[config.mk]
export PLATFORM = sky130hd
export DESIGN_NAME = hamming_accum
export DESIGN_NICKNAME = d
export VERILOG_FILES = /design/src/rtl/hamming_accum_pkg.sv /design/src/rtl/hamming_accum.sv
export SDC_FILE = /design/constraint.sdc
export NUM_CORES = 1
export LEC_CHECK = 0
export BUFFER_PORTS_ARGS = -buffer_cell sky130_fd_sc_hd__buf_2
export CAP_MARGIN = 30
export CORE_AREA = 8 8 45 47
export CTS_BUF_LIST = sky130_fd_sc_hd__clkbuf_4
export DETAILED_ROUTE_END_ITERATION = 10
export DIE_AREA = 0 0 53 55
export PLACE_DENSITY = 0.77
export SYNTH_ARGS = -nofsm -noshare
export SYNTH_HDL_FRONTEND = slang
export SYNTH_SLANG_ARGS = --single-unit
[constraint.sdc]
create_clock -name clk -period 3.65 [get_ports clk]
set_input_delay 0.365 -clock clk [delete_from_list [all_inputs] [get_ports clk]]
set_output_delay 0.365 -clock clk [all_outputs]
set_load 0.02 [all_outputs]
[src/rtl/hamming_accum_pkg.sv]
// Shared types and default constants for the serial Hamming-distance accumulator.
package hamming_pkg;

  typedef enum logic {
    ACCUM = 1'b0,
    HOLD  = 1'b1
  } hs_state_t;

  localparam int unsigned HAMMING_FRAME_LEN_DEF = 8;
  localparam int unsigned HAMMING_THRESH_DEF    = 2;

endpackage

[src/rtl/hamming_accum.sv]
// Counts ones in each FRAME_LEN-bit frame of an XOR difference stream and emits distance/parity.
// Optional distance-threshold flag out_err is built when HAMMING_THRESH_EN is defined.
module hamming_accum
  import hamming_pkg::*;
#(
  parameter int unsigned FRAME_LEN = HAMMING_FRAME_LEN_DEF,
  parameter int unsigned CNT_W     = $clog2(FRAME_LEN + 1)
`ifdef HAMMING_THRESH_EN
  ,
  parameter int unsigned THRESH    = HAMMING_THRESH_DEF
`endif
) (
  input  logic             clk,
  input  logic             rst_n,
  input  logic             in_valid,
  output logic             in_ready,
  input  logic             in_bit,
  output logic             out_valid,
  input  logic             out_ready,
  output logic [CNT_W-1:0] out_dist,
  output logic             out_parity
`ifdef HAMMING_THRESH_EN
  ,
  output logic             out_err
`endif
);

  localparam logic [CNT_W-1:0] LAST_IDX = CNT_W'(FRAME_LEN - 1);

  hs_state_t        state_q, state_d;
  logic [CNT_W-1:0] idx_q, idx_d;
  logic [CNT_W-1:0] acc_q, acc_d;
  logic             par_q, par_d;
  logic [CNT_W-1:0] dist_q, dist_d;
  logic             parity_q, parity_d;
  logic             err_q, err_d;
  logic [CNT_W-1:0] acc_sum;

  assign acc_sum = acc_q + CNT_W'(in_bit);

  always_comb begin
    state_d  = state_q;
    idx_d    = idx_q;
    acc_d    = acc_q;
    par_d    = par_q;
    dist_d   = dist_q;
    parity_d = parity_q;
    err_d    = err_q;
    unique case (state_q)
      ACCUM: begin
        if (in_valid) begin
          if (idx_q == LAST_IDX) begin
            // Final bit folds straight into the result registers; running state clears.
            state_d  = HOLD;
            dist_d   = acc_sum;
            parity_d = par_q ^ in_bit;
`ifdef HAMMING_THRESH_EN
            err_d    = 32'(acc_sum) > THRESH;
`endif
            idx_d    = '0;
            acc_d    = '0;
            par_d    = 1'b0;
          end else begin
            idx_d = idx_q + CNT_W'(1);
            acc_d = acc_sum;
            par_d = par_q ^ in_bit;
          end
        end
      end
      HOLD: begin
        if (out_ready) state_d = ACCUM;
      end
      default: state_d = ACCUM;
    endcase
  end

  always_ff @(posedge clk or negedge rst_n) begin
    if (!rst_n) begin
      state_q  <= ACCUM;
      idx_q    <= '0;
      acc_q    <= '0;
      par_q    <= 1'b0;
      dist_q   <= '0;
      parity_q <= 1'b0;
      err_q    <= 1'b0;
    end else begin
      state_q  <= state_d;
      idx_q    <= idx_d;
      acc_q    <= acc_d;
      par_q    <= par_d;
      dist_q   <= dist_d;
      parity_q <= parity_d;
      err_q    <= err_d;
    end
  end

  assign in_ready   = (state_q == ACCUM);
  assign out_valid  = (state_q == HOLD);
  assign out_dist   = dist_q;
  assign out_parity = parity_q;

`ifdef HAMMING_THRESH_EN
  assign out_err = err_q;
`else
  logic unused_err;
  assign unused_err = err_q;
`endif

endmodule
Word level (Yosys, flattened, before mapping). Cells that the tools add are included.

Register bits: 15. Bits of input ports: 5. Output and inout bits: 7.

Add/sub/neg operators: 2. Equality and inequality tests: 1. Muxes and demuxes: 7. Bitwise gates (word level): 2. Reduce and logical (&&, ||, !) cells: 2.

Operators with widths (number): $mux W4 (2); $add A4 B1 Y4 (1); $add A4 B1 Y4 const B (1); $eq A4 B3 Y1 const B (1); $mux W1 (4); $reduce_and A3 Y1 (1); $pmux W1 S2 (1); $reduce_and A2 Y1 (1); $not A1 Y1 (1); $xor A1 B1 Y1 (1).

Logic depth before layout (Yosys ltp). Gate-level depths: netlist of run 1.

Depth in word-level cells: 4. Gate-level depth with buffers: 4. Gate-level depth less buffers: 4.

Worst setup path after synthesis of run 1. No wires, ideal clock.

Kind: reg2reg. Start: register state_q (netlist: out_valid). End: register dist_q[0] (netlist: out_dist[0]). Library setup time: 125 ps. Data arrival time: 1248 ps. Required time: 3525 ps. Path slack: 2277 ps. Cell stages (with the launch flop): 5. Buffers on the path: 1. Period minus slack after synthesis: 1373 ps. Cells stage by stage: dfrtp_1 and2b_2 buf_4 nand2_2 mux2_2.

Word-level cells in the longest chain between the ends: 2.

Ends and longest elaborated chain: start, declared (RTL line hamming_accum.sv:30) `hs_state_t state_q, state_d;`; start signal, assigned (RTL line hamming_accum.sv:87) `state_q <= state_d;`; $not A1 Y1 (no source line); $reduce_and A3 Y1 (no source line); end signal, assigned (RTL line hamming_accum.sv:91) `dist_q <= dist_d;`; end, declared (RTL line hamming_accum.sv:34) `logic [CNT_W-1:0] dist_q, dist_d;`.

No other way between the ends. A chain may end at the register's enable or synchronous reset.

Worst setup path after layout of run 1.
Start: register idx_q[0]. End: register dist_q[0] (netlist: out_dist[0]).

Word-level cells in the longest chain between the ends: 2.

Ends and longest elaborated chain: start, declared (RTL line hamming_accum.sv:31) `logic [CNT_W-1:0] idx_q, idx_d;`; start signal, assigned (RTL line hamming_accum.sv:88) `idx_q <= idx_d;`; $eq A4 B3 Y1 (RTL line hamming_accum.sv:52) `if (idx_q == LAST_IDX) begin`; $reduce_and A3 Y1 (no source line).

No other way between the ends.

==> key figures, run 1 <==
Setup path
  • Reg2reg start: idx_q[0]$_DFFE_PN0P_
  • Critical path origin: idx_q[0]$_DFFE_PN0P_
  • Critical Path End Type: flop
  • Reg2reg path depth: 4
  • Req. time, crit path: ~3.8 ns
  • Critical Path Start Type: flop
  • Worst-path maximum fanout: 5
  • CP arrival: roughly 1.7 ns
  • Crit path kind: reg -> reg

Timing
  • RSZ-0062 raised after global routing: no
  • Fin Setup TNS: 0 ns
  • Final Cycle Share: 0.4091
  • Worst Skew: around 0.005 ns
  • Hold Slack: between 0.2 and 0.3 ns
  • Fmax: 669.7 MHz
  • Slew Limit Fails: 0
  • Hold Violations, Final: 0
  • Worst-Margin Slew: roughly 0.33 ns
  • Minimum clock period: roughly 1.5 ns
  • Final setup viols: 0
  • Rel. slew slack: 0.7827

Synth
  • Post-synthesis sequential area ratio: 0.5272
  • Syn Nets: 75
  • Yosys warns: 0
  • Synth Register Bits: 15
  • Count of different cell masters after synthesis: 21
  • Mapped cell area: between 700 and 800 sq um
  • Cell count after synthesis: 67
  • Syn avg cell area: around 11 sq um

Finish
  • Nets@finish: 90
  • Area added between synthesis and finish: 13.18%
  • Inserted Diodes: 0
  • Non-Filler Instances: between 90 and 100
  • Share of cells above drive strength 1: 0.2469
  • Most frequent cells in the layout: dfrtp_1, nand2_1, buf_2
  • Most common cell after layout, fill and taps aside: dfrtp_1
  • Fin area: between 800 and 900 sq um

Floorplanning
  • I/O pin cnt: 12
  • Die span in y: 55 um
  • Die area: 2915 sq um
  • Die X: 53 um
  • Rows: 14
  • Effective utilization at floorplan: 0.5145
  • CORE AREA: between 1000 and 1500 sq um

Global route
  • Overall Global Routing Usage: 0.1001
  • Number of global-route vias before repair: approximately 520
  • Initial antenna violation count: 0
  • Congestion Overflow GR: 0
  • First-pass GRT wire length: 2132 um
  • Largest net degree at the start of global routing: 16

Clocking
  • CTS tree: yes
  • TritonCTS Buffers: 3
  • H-tree levels: 1
  • CTS clk-pin slew, worst paths: 0.09 ns
  • CTS Sinks: 15
  • CTS root buf: clkbuf_4
  • Clk_lat worst skew: around 0.28 ns
  • Max clock buf depth: 2

Place
  • Area after DPL: slightly below 800 sq um
  • RD Place Congestion: between 0.9 and 1
  • Dpl cells: slightly above 90
  • HPWL after DPL: between 900 and 1000 um
  • # port buffers: 11

Power and ir drop
  • Leak: roughly 0.39 nW
  • Peak VDD IR: slightly above 0.4 mV
  • PD cells: ~760 nW/um^2

Route
  • Via Count: between 500 and 600
  • Vias/cell: ~5.5
  • Met2 Routed Length: approximately 580 um
  • Post-route DRC violation count: 0
  • Detailed Route Iter0 Violations: 16
  • Met1 Wirelength: approximately 550 um
  • Met3 wire length: approximately 70 um
  • Top Metal Used: met4
  • DRT antenna net count: 0
  • Drt pass-1 iters: 4
  • Post-Route WL: 1230 um
  • Post-DR wirelength/cell: approximately 13 um

Min path
  • Hold Path Depth: 2
  • Hold Crit Class: in -> reg
  • Hold_sp: out_ready

Run status
  • Status: finished clean

Flow run
  • Max cap viols: 0
## report_power, final
group / leakage [nW] / internal [mW] / total [mW] / switching (mW)
combinational: 0.180 / 0.102 / 0.230 / 0.128
sequential: 0.189 / 0.240 / 0.293 / 0.0530
clock: 0.0177 / 0.0407 / 0.0929 / 0.0522
## layer usage
metal  up-vias  track usage
li1        263            -
met1       248       0.1164
met2        17       0.1543
met3         5      0.03476
met4         0      0.06466
met5         -            0
## worst max-delay path, cell delays in order, from the launching register on
cell     delay [ns]
dfrtp_1        0.41
ha_1           0.25
and3b_1        0.25
nand2_2        0.14
mux2_2         0.34
## sequential cells by signal (all words and copies together) (netlist names)
signal	count
acc_q	4
out_parity	1
out_dist	4
out_valid	1
par_q	1
idx_q	4
## per-stage QoR
stage	worst slack (ns)	power, mW	util
after floorplan	2.277	0.4635	-
after global placement	2.233	0.5250	0.5552
after detailed placement	2.177	0.5294	0.5552
after CTS	2.154	0.6233	0.5823
after global routing	2.087	0.6667	0.5823
final	2.157	0.6163	0.5823
## path summary, 6_finish.rpt
| path | slack, ns | to |
|---|---|---|
| max in group asynchronous | 2.91 | par_q$_DFFE_PN0P_ |
| max | 2.16 | out_dist[0]$_DFFE_PN0P_ |
| min reg2reg | 0.49 | acc_q[0]$_DFFE_PN0P_ |
| max reg2reg | 2.16 | out_dist[0]$_DFFE_PN0P_ |
| min | 0.25 | out_valid$_DFF_PN0_ |
| min in group asynchronous | 0.50 | idx_q[3]$_DFFE_PN0P_ |
## kinds of logic (layout without fill, tap and decap cells)
group / count (synthesis) / count (layout) / share of synthesized area
and+or+nand+nor: 25 / 25 / 0.1916
AOI/OAI and AO/OA: 15 / 15 / 0.1230
DFF: 15 / 15 / 0.5272
buffers and inverters: 4 / 18 / 0.03691
adders and majority gates: 3 / 3 / 0.05273
xor gates and xnor gates: 3 / 3 / 0.03691
muxes: 2 / 2 / 0.03163
## final cells by class
class / count / area [sq um]
fill: 119 / 578.1
tap: 16 / 20.02
clock inverter: 1 / 5.005
timing repair buffer: 12 / 65.06
clock buffer: 3 / 22.52
multi-input combinational: 48 / 310.3
inverter: 2 / 7.507
sequential: 15 / 375.4
## cells in the mapped netlist
| cell | n | share of area |
|---|---|---|
| dfrtp_1 | 15 | 0.53 |
| buf_6 | 1 | 0.016 |
| mux2_2 | 2 | 0.032 |
| nand3_1 | 4 | 0.028 |
| and2b_2 | 1 | 0.012 |
| o21ai_0 | 9 | 0.063 |
| xnor2_1 | 3 | 0.037 |
| o2bb2ai_1 | 2 | 0.025 |
| a41oi_1 | 1 | 0.012 |
| nand3b_1 | 1 | 0.011 |
| nand2b_1 | 3 | 0.026 |
| inv_1 | 2 | 0.011 |
| nand2_1 | 12 | 0.063 |
| or4_1 | 1 | 0.011 |
| ha_1 | 3 | 0.053 |
| a21oi_1 | 2 | 0.014 |
| and3b_1 | 1 | 0.012 |
| buf_4 | 1 | 0.011 |
| o22ai_1 | 1 | 0.0088 |
| nand2_2 | 1 | 0.0088 |
| nand2b_4 | 1 | 0.019 |
## timing repair
action	in CTS	in global routing
hold buffers	1	0
endpoints found under the hold margin	15	0
gates resized for setup	0	0
buffers inserted	0	0
(Power assumes the default switching activity.)
==> run 2: changes to the inputs <==
--- a/config.mk
+++ b/config.mk
@@ -7,11 +7,11 @@
 export LEC_CHECK = 0
 export BUFFER_PORTS_ARGS = -buffer_cell sky130_fd_sc_hd__buf_2
 export CAP_MARGIN = 30
-export CORE_AREA = 8 8 45 47
+export CORE_MARGIN = 8
+export CORE_UTILIZATION = 50
 export CTS_BUF_LIST = sky130_fd_sc_hd__clkbuf_4
 export DETAILED_ROUTE_END_ITERATION = 10
-export DIE_AREA = 0 0 53 55
-export PLACE_DENSITY = 0.77
+export PLACE_DENSITY = 0.76
 export SYNTH_ARGS = -nofsm -noshare
 export SYNTH_HDL_FRONTEND = slang
 export SYNTH_SLANG_ARGS = --single-unit
==> constraint.sdc (replaced) <==
create_clock -name clk -period 1.2 [get_ports clk]
set_input_delay 0.12 -clock clk [delete_from_list [all_inputs] [get_ports clk]]
set_output_delay 0.12 -clock clk [all_outputs]
set_load 0.02 [all_outputs]
==> key figures, run 2 (synthesized netlist as in run 1, its figures left out) <==
Finish
  • Share of cells above drive strength 1: 0.4409
  • Nets@finish: 102
  • Most common cell after layout, fill and taps aside: dfrtp_1
  • Area added between synthesis and finish: 33.22%
  • Inserted Diodes: 0
  • Most frequent cells in the layout: dfrtp_1, nand2_1, buf_2, buf_4

Route
  • Via Count: ~590
  • Vias/cell: roughly 5.5
  • Post-Route WL: approximately 1500 um
  • Drt pass-1 iters: 4
  • Post-route DRC violation count: 0
  • DRT antenna net count: 0
  • Post-DR wirelength/cell: between 10 and 15 um
  • Detailed Route Iter0 Violations: 23

Setup path
  • Critical Path Start Type: flop
  • CP top delay family: flip-flops
  • Reg2reg path depth: 4
  • Crit path buf inv count: 0
  • Worst-path maximum fanout: 4
  • CP max stage delay: ~0.42 ns
  • Req. time, crit path: around 1.4 ns
  • Reg2reg start: idx_q[0]$_DFFE_PN0P_
  • Crit path cell chain: ha_4 -> and3b_2 -> nand2_4 -> mux2_4
  • Reg-to-reg slack, setup: -0.12 ns
  • CP arrival: ~1.5 ns
  • Critical Path End Type: flop
  • Worst r2r dst: out_dist[1]$_DFFE_PN0P_
  • Crit path kind: reg -> reg
  • Slowest-stage cell, CP: dfrtp_1

Floorplanning
  • Die span in y: ~54 um
  • Effective utilization at floorplan: 0.5404
  • I/O pin cnt: 12
  • Die area: 2887 sq um
  • CORE AREA: roughly 1300 sq um
  • Die X: 53.74 um
  • Rows: 13

Global route
  • Number of global-route vias before repair: around 570
  • Overall Global Routing Usage: 0.1109
  • Largest net degree at the start of global routing: 16
  • First-pass GRT wire length: 2380 um
  • Initial antenna violation count: 0
  • Congestion Overflow GR: 0

Timing
  • Final setup viols: 8
  • Hold Slack: roughly 0.028 ns
  • Hold Violations, Final: 0
  • Worst-Margin Slew: ~0.33 ns
  • Slew Limit Fails: 0
  • PnR worst setup slack: -0.1222 ns
  • Final Cycle Share: 1.102
  • Minimum clock period: between 1 and 1.5 ns
  • Fmax: between 700 and 800 MHz
  • RSZ-0062 raised after global routing: yes
  • Rel. slew slack: 0.7814
  • Worst Skew: slightly above 0.01 ns

Place
  • Place WS: -0.1068 ns
  • HPWL after DPL: 1113 um
  • RD Place Congestion: 0.7683
  • # port buffers: 11

Clocking
  • CTS tree: yes
  • CTS clk-pin slew, worst paths: about 0.090 ns
  • H-tree levels: 1
  • Clk_lat worst skew: between 0.2 and 0.3 ns
  • TritonCTS Buffers: 3
  • CTS root buf: clkbuf_4
  • CTS Sinks: 15
  • Max clock buf depth: 2

Min path
  • Hold_sp: out_ready
  • Hold Crit Class: in -> reg
  • Hold EP: out_valid$_DFF_PN0_
  • Hold Path Depth: 2

Power and ir drop
  • PD cells: between 2000 and 2500 nW/um^2
  • Sequential Power Share: 0.413
  • Peak VDD IR: approximately 1.3 mV
  • Clk pwr share: 0.127
  • Internal: 1.375 mW
  • Net Sw Frac: 0.3738
  • Gate power share: 0.460
  • Switching power total: 0.8208 mW
  • Leak: approximately 0.46 nW

Run status
  • Status: complete, but fails checks
  • Failing checks: setup timing

Flow run
  • Max cap viols: 0
run 2: routing by layer:
layer / track usage / vias to the layer above / routed length, um
met2: 0.1737 / 12 / 699
met5: 0 / - / 0
met4: 0.05042 / 0 / 18
met3: 0.02479 / 4 / 82
li1: - / 289 / -
met1: 0.1417 / 286 / 701
run 2: worst max-delay path by stage:
| stage | endpoint | slack [ns] | from | cells past startpoint |
|---|---|---|---|---|
| 5_1_grt | out_dist[0]$_DFFE_PN0P_ | -0.15 | idx_q[1]$_DFFE_PN0P_ | 4 |
| 4_1_cts | out_dist[1]$_DFFE_PN0P_ | -0.12 | idx_q[1]$_DFFE_PN0P_ | 4 |
| 3_3_place_gp | out_dist[1]$_DFFE_PN0P_ | -0.08 | idx_q[1]$_DFFE_PN0P_ | 4 |
| 3_5_place_dp | out_dist[0]$_DFFE_PN0P_ | -0.11 | idx_q[1]$_DFFE_PN0P_ | 4 |
| 6_report | out_dist[1]$_DFFE_PN0P_ | -0.12 | idx_q[0]$_DFFE_PN0P_ | 4 |
| 2_1_floorplan | out_dist[0]$_DFFE_PN0P_ | -0.09 | idx_q[0]$_DFFE_PN0P_ | 4 |
run 2: worst register-to-register path, cell delays in order (launching register included):
cell	delay (ns)
dfrtp_1	0.42
ha_4	0.18
and3b_2	0.22
nand2_4	0.09
mux2_4	0.30
run 2: power by group through the flow:
stage | registers [mW] | logic (mW) | clock network [mW]
6_report | 0.907 | 1.01 | 0.278
5_1_grt | 0.932 | 1.12 | 0.311
4_1_cts | 0.885 | 0.925 | 0.288
3_5_place_dp | 0.891 | 0.875 | 0
3_3_place_gp | 0.886 | 0.853 | 0
2_1_floorplan | 0.972 | 0.476 | 0
run 2: repair_timing:
| action | in CTS | in global routing |
|---|---|---|
| buffers inserted | 2 | 1 |
| pin swaps | 2 | 6 |
| hold buffers | 1 | 0 |
| gates resized for setup | 5 | 8 |
| hold endpoints to repair | 15 | 0 |
| setup endpoints to repair | 5 | 12 |
run 2: cell type report:
| type | count | area, sq um |
|---|---|---|
| clock buffers | 3 | 22.52 |
| inverters | 2 | 7.507 |
| well taps | 15 | 18.77 |
| repair buffers | 24 | 158.9 |
| fillers | 90 | 369.1 |
| clock inverters | 1 | 5.005 |
| flip-flops and latches | 15 | 376.6 |
| multi-input cells | 48 | 359.1 |
run 2: metrics by stage:
| stage | util | cells | TNS, ns | total power [mW] | cell area, sq um |
|---|---|---|---|---|---|
| 2_1_floorplan | - | 67 | -0.2006 | 1.448 | 733.2 |
| 3_3_place_gp | 0.6467 | 100 | -0.2632 | 1.739 | 852.1 |
| 3_5_place_dp | 0.6467 | 100 | -0.3978 | 1.766 | 852.1 |
| 4_1_cts | 0.6923 | 107 | -0.3740 | 2.098 | 912.1 |
| 5_1_grt | 0.7198 | 108 | -0.9495 | 2.362 | 948.4 |
| 6_report | 0.7198 | 108 | -0.4635 | 2.196 | 948.4 |
